--- src/rtl/par_serial_tx_pkg.sv ---
// Shared PHY definitions for the serial transmit/receive pair: alignment symbols,
// the number of comma symbols sent before data, and the link state encoding.
package par_serial_tx_pkg;

    localparam logic [7:0] PHY_COM_SYM    = 8'hBC;
    localparam logic [7:0] PHY_IDL_SYM    = 8'h7C;
    localparam int         PHY_SYNC_COUNT = 4;

    typedef enum logic {
        ST_SYNC = 1'b0,
        ST_RUN  = 1'b1
    } phy_state_e;

    // Symbol to place on the line at a symbol boundary.
    function automatic logic [7:0] select_symbol(
        input phy_state_e st,
        input logic       valid,
        input logic [7:0] data,
        input logic [7:0] com_sym,
        input logic [7:0] idl_sym
    );
        if (st == ST_SYNC) begin
            return com_sym;
        end
        return valid ? data : idl_sym;
    endfunction

endpackage

--- src/rtl/par_serial_tx_piso_shift8.sv ---
// 8-bit parallel-in serial-out register: a load presents bit 7 immediately on
// the registered output and queues bits 6..0 to follow, one per clock.
module piso_shift8 (
    input  logic       clk,
    input  logic       rst_n,
    input  logic       load,
    input  logic [7:0] load_data,
    output logic       bit_out
);

    logic       bit_q;
    logic       bit_d;
    logic [6:0] shift_q;
    logic [6:0] shift_d;

    always_comb begin
        if (load) begin
            bit_d   = load_data[7];
            shift_d = load_data[6:0];
        end else begin
            bit_d   = shift_q[6];
            shift_d = {shift_q[5:0], 1'b0};
        end
    end

    always_ff @(posedge clk or negedge rst_n) begin
        if (!rst_n) begin
            bit_q   <= 1'b0;
            shift_q <= '0;
        end else begin
            bit_q   <= bit_d;
            shift_q <= shift_d;
        end
    end

    assign bit_out = bit_q;

endmodule

--- src/rtl/par_serial_tx.sv ---
// Byte-to-serial transmitter: sends SYNC_COUNT comma symbols after reset, then
// streams offered bytes MSB first, filling empty symbol slots with idle.
module par_serial_tx
    import par_serial_tx_pkg::*;
#(
    parameter logic [7:0] COM_SYM    = PHY_COM_SYM,
    parameter logic [7:0] IDL_SYM    = PHY_IDL_SYM,
    parameter int         SYNC_COUNT = PHY_SYNC_COUNT
) (
    input  logic       clk,
    input  logic       reset,
    input  logic [7:0] data_in,
    input  logic       valid_in,
    output logic       data_ack,
    output logic       data_out,
    output logic       sync_done
);

    localparam int SCW = $clog2(SYNC_COUNT + 1);

    logic [2:0]     bit_cnt_q;
    logic [2:0]     bit_cnt_d;
    logic [SCW-1:0] sync_cnt_q;
    logic [SCW-1:0] sync_cnt_d;
    phy_state_e     state_q;
    phy_state_e     state_d;
    logic           sync_done_q;
    logic           sync_done_d;
    logic           load;
    logic [7:0]     sel;

    always_comb begin
        load        = (bit_cnt_q == 3'd0);
        bit_cnt_d   = bit_cnt_q + 3'd1;
        state_d     = state_q;
        sync_cnt_d  = sync_cnt_q;
        sel         = select_symbol(state_q, valid_in, data_in, COM_SYM, IDL_SYM);
        // The boundary that loads the last comma is also the one that enters RUN.
        if (load && (state_q == ST_SYNC)) begin
            if (sync_cnt_q == SCW'(SYNC_COUNT - 1)) begin
                state_d    = ST_RUN;
                sync_cnt_d = '0;
            end else begin
                sync_cnt_d = sync_cnt_q + 1'b1;
            end
        end
        sync_done_d = (state_d == ST_RUN);
    end

    always_ff @(posedge clk or negedge reset) begin
        if (!reset) begin
            bit_cnt_q   <= 3'd0;
            sync_cnt_q  <= '0;
            state_q     <= ST_SYNC;
            sync_done_q <= 1'b0;
        end else begin
            bit_cnt_q   <= bit_cnt_d;
            sync_cnt_q  <= sync_cnt_d;
            state_q     <= state_d;
            sync_done_q <= sync_done_d;
        end
    end

    assign data_ack  = load & (state_q == ST_RUN) & valid_in;
    assign sync_done = sync_done_q;

    piso_shift8 u_piso (
        .clk       (clk),
        .rst_n     (reset),
        .load      (load),
        .load_data (sel),
        .bit_out   (data_out)
    );

endmodule

--- config.mk ---
export PLATFORM = sky130hd
export DESIGN_NAME = par_serial_tx
export DESIGN_NICKNAME = d
export VERILOG_FILES = /design/src/rtl/par_serial_tx_pkg.sv /design/src/rtl/par_serial_tx_piso_shift8.sv /design/src/rtl/par_serial_tx.sv
export SDC_FILE = /design/constraint.sdc
export NUM_CORES = 1
export LEC_CHECK = 0
export CAP_MARGIN = 5
export CORE_MARGIN = 5
export CORE_UTILIZATION = 43
export DETAILED_ROUTE_END_ITERATION = 12
export HOLD_SLACK_MARGIN = 0.02
export PLACE_DENSITY_LB_ADDON = 0.3
export REMOVE_ABC_BUFFERS = 1
export SETUP_SLACK_MARGIN = 0.2
export SKIP_CTS_REPAIR_TIMING = 1
export SYNTH_ARGS = -nofsm -noshare
export SYNTH_HDL_FRONTEND = slang
export SYNTH_HIERARCHICAL = 1
export SYNTH_SLANG_ARGS = --single-unit
--- constraint.sdc ---
create_clock -name clk -period 1.3 [get_ports clk]
set_input_delay 0.13 -clock clk [delete_from_list [all_inputs] [get_ports clk]]
set_output_delay 0.13 -clock clk [all_outputs]
set_load 0.005 [all_outputs]
==> results.txt <==
Crit share post-route: 1.099
Most common cell after layout, fill and taps aside: dfrtp_1
CTS tree: yes
Commonest non-fill, non-tap cells in the layout: dfrtp_1, clkdlybuf4s50_1, mux2_4, buf_4, buf_6
Post-route clock skew: 0.7658 ps
# DRC: 0
Row cnt: 14
Power Total: 0.0008112 W
RSZ-0062 raised after global routing: yes
Crit path required time: 1460 ps
Die width: 50.58 microns
Crit end category: flip-flop
Total global routing overflow: 0
Outcome: finished, violations left
Clock buffer depth: 2
Register bit total from synthesis: 15
R2R Path End: sync_cnt_q[0]
Net Sw Power: 0.0001600 W
I/O Buffers: 13
Global-route wire length before repair: 2.056 mm
Core Area: 1541 sq um
Worst-Skew Late Latency: 270 ps
Starting DRT DRC Count: 2
R2R Setup Slk: -130 ps
F_max: 700.1 MHz
Routability congestion estimate: 0.7585
Share of the synthesized area in the top cell type: 0.5300
Final setup viols: 10
Max Cap Viol: 0
Synthesized area: 708.2 sq um
Max Slew Vio Count: 0
Largest cells by area after synthesis: dfrtp_1, mux2_4, ha_1, nor2b_4, or2_1
NumNets Final: 92
Initial core utilization: 0.4594
Max_slew headroom: 0.8623
Slew at the pin closest to its max-slew limit: 204.7 ps
Post-route minimum period: 1428 ps
Net Sw Frac: 0.1972
Pleak: 0.4839 nW
Reg clk slew, reported paths: 80 ps
Die H: 50.58 microns
Clock network fraction of total power: 0.309
Setup crit start kind: flip-flop
DP HPWL: 869 microns
Critical path fanouts, max: 3
Iteration count of the initial detailed-routing pass: 2
Routed wire length: 1.146 mm
Clock buffer count from CTS: 3
Setup_tns: -526.3 ps
Seq pwr share: 0.595
Vias in the first global route: 468
Cell count after synthesis: 51
Vias post-DR: 451
Power per cell area: 824.8 nW/um^2
Area Growth Syn to Fin: 38.87%
Largest net degree at the start of global routing: 16
Post-route ant nets: 0
Share of cells above drive strength 1: 0.4026
Total GRT Usage: 0.1084
Critical Path AT: 1590 ps
Synth Area per Inst: 13.89 sq um
Failing checks: negative setup slack
Drt wl/cell: 12.32 microns
Ports: 14
Netlist cell types: 16
Gate power share: 0.096
Initial antenna violation count: 0
Reg2reg path depth: 6
Clock sinks: 15
Area leader, netlist: dfrtp_1
Setup CP Type: flip-flop to flip-flop
Vias/cell: 4.849
Internal power: 0.0006512 W
Final core utilization: 0.6380
YS warnings: 6
Seq/Total Area, Yosys: 0.5300
R2r startpoint: bit_cnt_q[0]
CTS Root Cell: clkbuf_4
Peak VDD IR: 548.3 uV
Die area: 2558 sq um
Antenna cell count: 0
Setup slack after layout: -128.3 ps
H-tree Lvls: 1
Final Hold Fails: 0
HP Class: primary input to asynchronous set/reset pin
[power by group through the flow]
stage | logic (W) | clock network, W | registers (W)
2_1_floorplan | 0.0000260 | 0 | 0.000491
3_3_place_gp | 0.0000779 | 0 | 0.000492
5_1_grt | 0.0000858 | 0.000304 | 0.000484
4_1_cts | 0.0000794 | 0.000265 | 0.000483
6_report | 0.0000779 | 0.000251 | 0.000483
3_5_place_dp | 0.0000792 | 0 | 0.000492
[kinds of logic after synthesis]
kind of cell | after synthesis | synth area share
and+or+nand+nor | 16 | 0.1502
DFF | 15 | 0.5300
muxes | 9 | 0.1908
buffers and inverters | 4 | 0.03180
AOI/OAI and AO/OA | 3 | 0.03181
adders and majority gates | 3 | 0.05301
xor gates and xnor gates | 1 | 0.01237
[sequential cells by signal, indices dropped and copies added (netlist names)]
register	cells
bit_cnt_q	3
sync_cnt_q	3
sync_done	1
u_piso/bit_out	1
u_piso/shift_q	7
[routing by layer]
metal | global-route usage | vias up | wire (microns)
met5 | 0 | - | 0
met4 | 0.02553 | 0 | 0
met3 | 0.07692 | 0 | 96
met2 | 0.1550 | 12 | 575
met1 | 0.1319 | 221 | 475
li1 | - | 218 | -
[critical path: stages, from the launching register on]
cell and delay, ps:
dfrtp_1 400, inv_2 80, ha_4 110, nor2b_4 150, buf_6 110, nor2b_4 170
mux2_4 300
[cell usage after synthesis]
cell	n
a21boi_0	1
a21boi_1	1
a21o_1	1
and2_2	1
and3_1	2
buf_6	1
dfrtp_1	15
ha_1	3
inv_1	3
mux2_4	9
nand2_1	3
nor2_1	1
nor2b_1	3
nor2b_4	2
or2_1	4
xor2_1	1
[per-stage QoR]
| step | setup WS [ps] | area [sq um] | hold slack (ps) | cells |
|---|---|---|---|---|
| after floorplan | -211.7 | 696.9 | -165.6 | 50 |
| after global placement | -166.4 | 907.1 | 428.1 | 87 |
| after detailed placement | -194.4 | 907.1 | 445.2 | 87 |
| after CTS | -513.2 | 933.4 | 161.7 | 91 |
| after global routing | -191.4 | 983.4 | 177.6 | 93 |
| final | -128.3 | 983.4 | 161.3 | 93 |
[worst max path at each step]
stage / from / to / slack (ps) / cells past startpoint
6_report: bit_cnt_q[0] / sync_cnt_q[0] / -130 / 6
5_1_grt: bit_cnt_q[0] / data_ack / -190 / 5
4_1_cts: bit_cnt_q[0] / data_ack / -510 / 5
3_5_place_dp: bit_cnt_q[0] / data_ack / -190 / 5
3_3_place_gp: bit_cnt_q[0] / data_ack / -170 / 5
2_1_floorplan: bit_cnt_q[0] / sync_cnt_q[0] / -210 / 5
[final cells by class]
class / count / area [sq um]
Fill cell: 126 / 558.0
Sequential cell: 15 / 375.4
Multi-Input combinational cell: 32 / 331.6
Timing Repair Buffer: 23 / 219.0
Clock buffer: 4 / 26.28
Tap cell: 16 / 20.02
Inverter: 3 / 11.26
Note: power is estimated with default switching activity, not from simulation.
